===== src/rtl/prog_loader_pkg.sv =====
// Shared constants and state encodings for the serial program loader and its UART receiver.
package prog_loader_pkg;

  localparam logic [7:0] SYNC_BYTE = 8'hA5;

  typedef enum logic [1:0] {
    S_IDLE,
    S_COUNT,
    S_DATA,
    S_CSUM
  } load_state_e;

  typedef enum logic [1:0] {
    RX_IDLE,
    RX_START,
    RX_DATA,
    RX_STOP
  } rx_state_e;

endpackage


===== src/rtl/prog_loader_uart_rx.sv =====
// 8N1 UART receiver: 2-flop synchroniser, mid-bit sampling, glitch rejection on the start bit.
module uart_rx
  import prog_loader_pkg::*;
#(
  parameter int CLKS_PER_BIT = 434
) (
  input  logic       clk_in,
  input  logic       rst_in,
  input  logic       rx_in,
  output logic [7:0] byte_out,
  output logic       byte_valid,
  output logic       frame_err
);

  localparam int CNT_W = $clog2(CLKS_PER_BIT);
  localparam logic [CNT_W-1:0] HALF_M1 = CNT_W'(CLKS_PER_BIT / 2 - 1);
  localparam logic [CNT_W-1:0] FULL_M1 = CNT_W'(CLKS_PER_BIT - 1);

  logic             sync1_q, sync2_q, prev_q;
  rx_state_e        state_q, state_d;
  logic [CNT_W-1:0] cnt_q, cnt_d;
  logic [2:0]       bit_q, bit_d;
  logic [7:0]       shift_q, shift_d;
  logic             valid_q, valid_d;
  logic             ferr_q, ferr_d;

  // NOTE: sequential state always uses non-blocking (<=) so every flop samples pre-edge values.
  // Synchroniser resets to the idle-high level so reset release never looks like a start edge.
  always_ff @(posedge clk_in or negedge rst_in) begin
    if (!rst_in) begin
      sync1_q <= 1'b1;
      sync2_q <= 1'b1;
      prev_q  <= 1'b1;
      state_q <= RX_IDLE;
      cnt_q   <= '0;
      bit_q   <= '0;
      shift_q <= '0;
      valid_q <= 1'b0;
      ferr_q  <= 1'b0;
    end else begin
      sync1_q <= rx_in;
      sync2_q <= sync1_q;
      prev_q  <= sync2_q;
      state_q <= state_d;
      cnt_q   <= cnt_d;
      bit_q   <= bit_d;
      shift_q <= shift_d;
      valid_q <= valid_d;
      ferr_q  <= ferr_d;
    end
  end

  // NOTE: every signal written here gets a default first, otherwise synthesis infers latches.
  always_comb begin
    state_d = state_q;
    cnt_d   = cnt_q + CNT_W'(1);
    bit_d   = bit_q;
    shift_d = shift_q;
    valid_d = 1'b0;
    ferr_d  = 1'b0;
    unique case (state_q)
      RX_IDLE: begin
        cnt_d = '0;
        if (prev_q && !sync2_q) state_d = RX_START;
      end
      RX_START: begin
        if (cnt_q == HALF_M1) begin
          cnt_d   = '0;
          bit_d   = '0;
          state_d = sync2_q ? RX_IDLE : RX_DATA;
        end
      end
      RX_DATA: begin
        if (cnt_q == FULL_M1) begin
          cnt_d   = '0;
          shift_d = {sync2_q, shift_q[7:1]};
          if (bit_q == 3'd7) state_d = RX_STOP;
          else               bit_d   = bit_q + 3'd1;
        end
      end
      RX_STOP: begin
        if (cnt_q == FULL_M1) begin
          cnt_d   = '0;
          state_d = RX_IDLE;
          valid_d = sync2_q;
          ferr_d  = !sync2_q;
        end
      end
      default: state_d = RX_IDLE;
    endcase
  end

  assign byte_out   = shift_q;
  assign byte_valid = valid_q;
  assign frame_err  = ferr_q;

endmodule


===== src/rtl/prog_loader.sv =====
// Serial bootloader: parses SYNC/COUNT/data/CSUM frames from a UART and writes words into the
// instruction ROM, holding the processor in reset until a checksum-verified load completes.
module prog_loader
  import prog_loader_pkg::*;
#(
  parameter int CLKS_PER_BIT = 434,
  parameter int ADDR_BITS    = 8,
  parameter int WORD_WIDTH   = 24,
  parameter int TIMEOUT_CLKS = 2000000
) (
  input  logic                  clk_in,
  input  logic                  rst_in,
  input  logic                  rx_in,
  output logic                  wr_en_out,
  output logic [ADDR_BITS-1:0]  wr_addr_out,
  output logic [WORD_WIDTH-1:0] wr_data_out,
  output logic                  cpu_rst_out,
  output logic                  busy_out,
  output logic                  done_out,
  output logic                  err_out
);

  localparam int BYTES     = WORD_WIDTH / 8;
  localparam int BIDX_W    = (BYTES > 1) ? $clog2(BYTES) : 1;
  localparam int WCNT_W    = ADDR_BITS + 1;
  localparam int MAX_WORDS = 1 << ADDR_BITS;
  localparam int TMO_W     = $clog2(TIMEOUT_CLKS + 1);
  localparam logic [BIDX_W-1:0] BIDX_LAST = BIDX_W'(BYTES - 1);
  localparam logic [TMO_W-1:0]  TMO_LAST  = TMO_W'(TIMEOUT_CLKS - 1);

  logic [7:0] rx_byte;
  logic       rx_valid, rx_ferr;

  uart_rx #(.CLKS_PER_BIT(CLKS_PER_BIT)) u_rx (
    .clk_in     (clk_in),
    .rst_in     (rst_in),
    .rx_in      (rx_in),
    .byte_out   (rx_byte),
    .byte_valid (rx_valid),
    .frame_err  (rx_ferr)
  );

  load_state_e           state_q, state_d;
  logic [WCNT_W-1:0]     total_q, total_d;
  logic [WCNT_W-1:0]     widx_q, widx_d;
  logic [BIDX_W-1:0]     bidx_q, bidx_d;
  logic [WORD_WIDTH-1:0] word_q, word_d;
  logic [7:0]            sum_q, sum_d;
  logic [TMO_W-1:0]      tmo_q, tmo_d;
  logic                  wr_en_q, wr_en_d;
  logic [ADDR_BITS-1:0]  wr_addr_q, wr_addr_d;
  logic [WORD_WIDTH-1:0] wr_data_q, wr_data_d;
  logic                  cpu_rst_q, cpu_rst_d;
  logic                  done_q, done_d;
  logic                  err_q, err_d;

  logic [WCNT_W-1:0]     count_words;
  logic [WORD_WIDTH-1:0] next_word;

  // COUNT of zero, or beyond the address space, means a full-ROM load.
  always_comb begin
    count_words = WCNT_W'(MAX_WORDS);
    if (rx_byte != 8'd0 && int'(rx_byte) <= MAX_WORDS) count_words = WCNT_W'(rx_byte);
  end

  assign next_word = (word_q << 8) | WORD_WIDTH'(rx_byte);

  always_ff @(posedge clk_in or negedge rst_in) begin
    if (!rst_in) begin
      state_q   <= S_IDLE;
      total_q   <= '0;
      widx_q    <= '0;
      bidx_q    <= '0;
      word_q    <= '0;
      sum_q     <= '0;
      tmo_q     <= '0;
      wr_en_q   <= 1'b0;
      wr_addr_q <= '0;
      wr_data_q <= '0;
      cpu_rst_q <= 1'b0;
      done_q    <= 1'b0;
      err_q     <= 1'b0;
    end else begin
      state_q   <= state_d;
      total_q   <= total_d;
      widx_q    <= widx_d;
      bidx_q    <= bidx_d;
      word_q    <= word_d;
      sum_q     <= sum_d;
      tmo_q     <= tmo_d;
      wr_en_q   <= wr_en_d;
      wr_addr_q <= wr_addr_d;
      wr_data_q <= wr_data_d;
      cpu_rst_q <= cpu_rst_d;
      done_q    <= done_d;
      err_q     <= err_d;
    end
  end

  always_comb begin
    state_d   = state_q;
    total_d   = total_q;
    widx_d    = widx_q;
    bidx_d    = bidx_q;
    word_d    = word_q;
    sum_d     = sum_q;
    tmo_d     = (state_q == S_IDLE) ? '0 : tmo_q + TMO_W'(1);
    wr_en_d   = 1'b0;
    wr_addr_d = wr_addr_q;
    wr_data_d = wr_data_q;
    cpu_rst_d = cpu_rst_q;
    done_d    = done_q;
    err_d     = err_q;
    // A received byte takes priority over a timeout expiring in the same cycle.
    if (rx_valid) begin
      tmo_d = '0;
      unique case (state_q)
        S_IDLE: begin
          if (rx_byte == SYNC_BYTE) begin
            cpu_rst_d = 1'b1;
            done_d    = 1'b0;
            err_d     = 1'b0;
            widx_d    = '0;
            bidx_d    = '0;
            sum_d     = '0;
            state_d   = S_COUNT;
          end
        end
        S_COUNT: begin
          total_d = count_words;
          state_d = S_DATA;
        end
        S_DATA: begin
          word_d = next_word;
          sum_d  = sum_q + rx_byte;
          if (bidx_q == BIDX_LAST) begin
            bidx_d    = '0;
            wr_en_d   = 1'b1;
            wr_addr_d = widx_q[ADDR_BITS-1:0];
            wr_data_d = next_word;
            widx_d    = widx_q + WCNT_W'(1);
            if (widx_q + WCNT_W'(1) == total_q) state_d = S_CSUM;
          end else begin
            bidx_d = bidx_q + BIDX_W'(1);
          end
        end
        S_CSUM: begin
          if (rx_byte == sum_q) begin
            done_d    = 1'b1;
            cpu_rst_d = 1'b0;
          end else begin
            err_d = 1'b1;
          end
          state_d = S_IDLE;
        end
        default: state_d = S_IDLE;
      endcase
    end else if (state_q != S_IDLE && (rx_ferr || tmo_q == TMO_LAST)) begin
      err_d   = 1'b1;
      tmo_d   = '0;
      state_d = S_IDLE;
    end
  end

  assign wr_en_out   = wr_en_q;
  assign wr_addr_out = wr_addr_q;
  assign wr_data_out = wr_data_q;
  assign cpu_rst_out = cpu_rst_q;
  assign busy_out    = (state_q != S_IDLE);
  assign done_out    = done_q;
  assign err_out     = err_q;

endmodule


===== config.mk =====
export PLATFORM = sky130hd
export DESIGN_NAME = prog_loader
export DESIGN_NICKNAME = d
export VERILOG_FILES = /design/src/rtl/prog_loader_pkg.sv /design/src/rtl/prog_loader_uart_rx.sv /design/src/rtl/prog_loader.sv
export SDC_FILE = /design/constraint.sdc
export NUM_CORES = 1
export LEC_CHECK = 0
export ABC_AREA = 1
export ABC_CLOCK_PERIOD_IN_PS = 1900
export CAP_MARGIN = 20
export CORE_MARGIN = 2
export CORE_UTILIZATION = 55
export CTS_BUF_LIST = sky130_fd_sc_hd__clkbuf_4
export DETAILED_ROUTE_END_ITERATION = 6
export MAX_ROUTING_LAYER = met4
export PLACE_DENSITY = 0.78
export SETUP_SLACK_MARGIN = 0.02
export SLEW_MARGIN = 20
export SYNTH_ARGS = -nofsm -noshare
export SYNTH_HDL_FRONTEND = slang
export SYNTH_SLANG_ARGS = --single-unit

===== constraint.sdc =====
create_clock -name clk_in -period 1.9 [get_ports clk_in]
set_input_delay 0.38 -clock clk_in [delete_from_list [all_inputs] [get_ports clk_in]]
set_output_delay 0.38 -clock clk_in [all_outputs]
set_load 0.02 [all_outputs]

==> flow_metrics.tcl, run 1 <==
set metrics [dict create \
    ys_warn_count 0 \
    io_buffers 39 \
    path_buf_inv 1 \
    status "completed" \
    vias 4962 \
    synth_most_common_cell "nand2_1" \
    path_clk_slew_ns 0.12 \
    slowest_delay_ns 0.40 \
    critPathLaunchType "flip-flop" \
    hpwl_um 8980 \
    rr_worst_depth 12 \
    chipHeight_um 110 \
    grtUsageTotal_pct 22.8 \
    worstMarginPinSlew_ns 0.486 \
    ys_ff_latch 130 \
    critPathTopFamily "adder cells" \
    drive_above_1_share_pct 12.5 \
    dieArea_um2 12000 \
    area_growth_pct 17.1 \
    postLayoutCoreUtil_pct 66.2 \
    synth_cell_types 43 \
    crit_chain "ha_2 > fa_2 > nand2_2 > inv_2 > o21ai_2 > a21oi_2 > nor2_1 > o21ai_1 > nor2_1 > nor2_1 > nand2_1 > nand2_1" \
    required_ns 2.34 \
    drc_errors 0 \
    min_path_type "primary input to async pin" \
    cp-end-kind "flip-flop" \
    synth_seq_area_share_pct 53.2 \
    wl_um 12500 \
    finalCritPeriodShare_pct 98.1 \
    fin_ws_ns 0.0369 \
    root_buffer "clkbuf_4" \
    drv_cap 0 \
    drt_iter0_drc 264 \
    synthXorXnorAreaFrac_pct 2.72 \
    rsz0062_at_grt "true" \
    path_max_fanout 2 \
    worst_r2r_startpoint "u_rx.byte_out[0]" \
    grt_pass1_wl_um 20800 \
    antenna_found_initial 0 \
    fillers 877 \
    final_nets 800 \
    ys_top_cells_by_area "dfrtp_1 (52%), nand2_1 (11%), o21ai_0 (6.5%), inv_1 (5.0%), nor2_1 (4.0%)" \
    cts_tree "done" \
    yosys.area.top_type "dfrtp_1" \
    rr_endpoint "sum_q[6]" \
    fin_skew_ns 0.0162 \
    drv_slew 0 \
    synth_top_area_share_pct 51.9 \
    path_class "flip-flop to flip-flop" \
    max_freq_mhz 537 \
    diodes 0 \
    first_pass_iters 6 \
    htreeDepth 4 \
    cts_sinks 130 \
    place_area_um2 6760 \
    synth_mux_area_share_pct 0 \
    final-setup-viol-count 0 \
    grt_max_degree 57 \
    ys.flop_type "dfrtp_1" \
    synth-simple-area-share_pct 23.5 \
    synth_compound_area_share_pct 9.88 \
    totalPowerFinal_mw 5.06 \
    synth-edff-count 0 \
    ant_nets 0 \
    fin_cells 930 \
    core_area_um2 10800 \
    grt-ovfl-total 0 \
    ios 40 \
    rows 38 \
    fin_area_um2 7170 \
    numCtsBuffers 17 \
    synth_top_family_by_area "simple AND/OR/NAND/NOR gates" \
    ys_async_sr_fraction_pct 100 \
    dpl_worst_slack_ns -0.118 \
    die_w_um 110 \
    cp.arrival_ns 2.31 \
    syn_area_per_cell_um2 8.61 \
    finalHoldViolations 0 \
    final_period_minus_worst_setup_slack_ns 1.86 \
    r2r_setup_slack_ns 0.04 \
    grt_pass1_vias 4704 \
    start_util_pct 56.5 \
    clockBufferDepth 2 \
    synth_fp_nets 735 \
    cp_slowest_cell "dfrtp_1" \
    leakagePower_nw 3.45 \
    cellPowerDensity_nw_per_um2 705 \
    vias_per_cell 5.34 \
    wl_per_cell_um 13.4 \
    synth_commonest_cells "nand2_1 (187), dfrtp_1 (127), inv_1 (81), o21ai_0 (80), nor2_1 (66)" \
    clk_latency_ns 0.55 \
    crit_top_cell "nor2_1" \
    synth_cells 712 \
    irDropWorstVdd_uv 621 \
    max-slew-margin-rel_pct 67.5 \
    synth.cell_area_um2 6130 \
    place_congestion 0.944 \
    synthAdderAreaFrac_pct 4.21 \
    dp_cells 889 \
]
timing repair:
item / 4_1_cts / 5_1_grt
gates resized for setup: 49 / 34
hold endpoints to repair: 127 / 0
setup endpoints to repair: 38 / 65
buffers inserted: 1 / 7
hold buffers: 1 / 0
pin swaps: 0 / 9
cell type report:
cell class	count	area [um^2]	area share [%]
clock buffers	17	128	1.78
well taps	140	175	2.44
repair buffers	62	569	7.94
multi-input cells	481	2580	36.0
clock inverters	15	141	1.97
inverters	85	322	4.48
flip-flops and latches	130	3260	45.4
state kept, by name (all words and copies together), names as in the netlist, 8 cells and up, named ones only:
register / cells
wr_data_out: 24
tmo_q: 21
word_q: 16
total_q: 9
u_rx.cnt_q: 9
widx_q: 9
sum_q: 8
u_rx.byte_out: 8
wr_addr_out: 8
cells in the final DEF (no fill, tap or decap), types with 2 or more instances in the layout:
cell type	instances
nand2_1	180
dfrtp_1	127
inv_1	76
o21ai_0	75
nor2_1	63
dlygate4sd2_1	36
nand3_1	33
buf_4	19
clkbuf_4	17
ha_1	14
xor2_1	13
a21oi_1	8
nand4_1	8
o21ai_1	8
nor3_1	7
inv_2	7
nand2_2	7
o22ai_1	7
xnor2_1	6
nor4_1	6
nor2_4	6
clkinv_1	5
nand3b_1	4
clkinvlp_4	4
buf_12	4
nor4_2	3
nor3_2	3
nor3b_1	3
o21ai_2	3
ha_2	3
dfstp_2	3
nand2_4	2
nor2_2	2
a21oi_2	2
a22o_1	2
a32o_1	2
ha_4	2
bufinv_16	2
clkinv_2	2
inv_6	2
how the worst max path moves through the flow:
stage	slack (ns)	endpoint	cells past startpoint	startpoint
after CTS	0.02	busy_out	4	state_q[1]
after global placement	-0.004	sum_q[6]	12	sum_q[0]
after global routing	-0.06	sum_q[6]	12	u_rx.byte_out[0]
final	0.04	sum_q[6]	12	u_rx.byte_out[0]
after floorplan	0.08	sum_q[6]	12	u_rx.byte_out[0]
after detailed placement	-0.12	sum_q[6]	12	sum_q[0]
per-layer routing:
layer | global-route usage [%] | wire length (um) | share of wire (%)
met5 | - | 0 | 0
met4 | 7.05 | 196 | 1.6
met3 | 5.63 | 423 | 3.4
met2 | 36.3 | 6290 | 50
met1 | 29.1 | 5580 | 45
where the power goes:
| group | switching (mW) | internal (mW) |
|---|---|---|
| Sequential | 0.0649 | 2.82 |
| Clock | 1.02 | 0.764 |
| Combinational | 0.270 | 0.120 |
stage by stage:
step	setup TNS [ns]	hold slack (ns)
detailed placement	-0.118	0.245
global placement	-0.00439	0.244
CTS	0	0.197
finish	0	0.217
floorplan	0	0.0844
global route	-0.0771	0.211
cell families after synthesis:
kind of cell               Yosys count
DFF                                130
AOI/OAI and AO/OA                  112
xor gates and xnor gates            19
buffers and inverters              101
and+or+nand+nor                    330
adders and majority gates           20
worst register-to-register path: stages, from the launching register on:
cell and delay (ns):
dfrtp_1 0.40, ha_2 0.20, fa_2 0.35, nand2_2 0.07
inv_2 0.04, o21ai_2 0.15, a21oi_2 0.08, nor2_1 0.12
o21ai_1 0.09, nor2_1 0.10, nor2_1 0.05, nand2_1 0.06
nand2_1 0.04
(Power assumes the default switching activity.)
==> run 2, diff against run 1 <==
--- a/config.mk
+++ b/config.mk
@@ -15,7 +15,7 @@
 export MAX_ROUTING_LAYER = met4
 export PLACE_DENSITY = 0.78
 export SETUP_SLACK_MARGIN = 0.02
-export SLEW_MARGIN = 20
+export SLEW_MARGIN = 10
 export SYNTH_ARGS = -nofsm -noshare
 export SYNTH_HDL_FRONTEND = slang
 export SYNTH_SLANG_ARGS = --single-unit
==> results of run 2 <==
No change in the layout: final DEF, timing and power equal those of run 1.
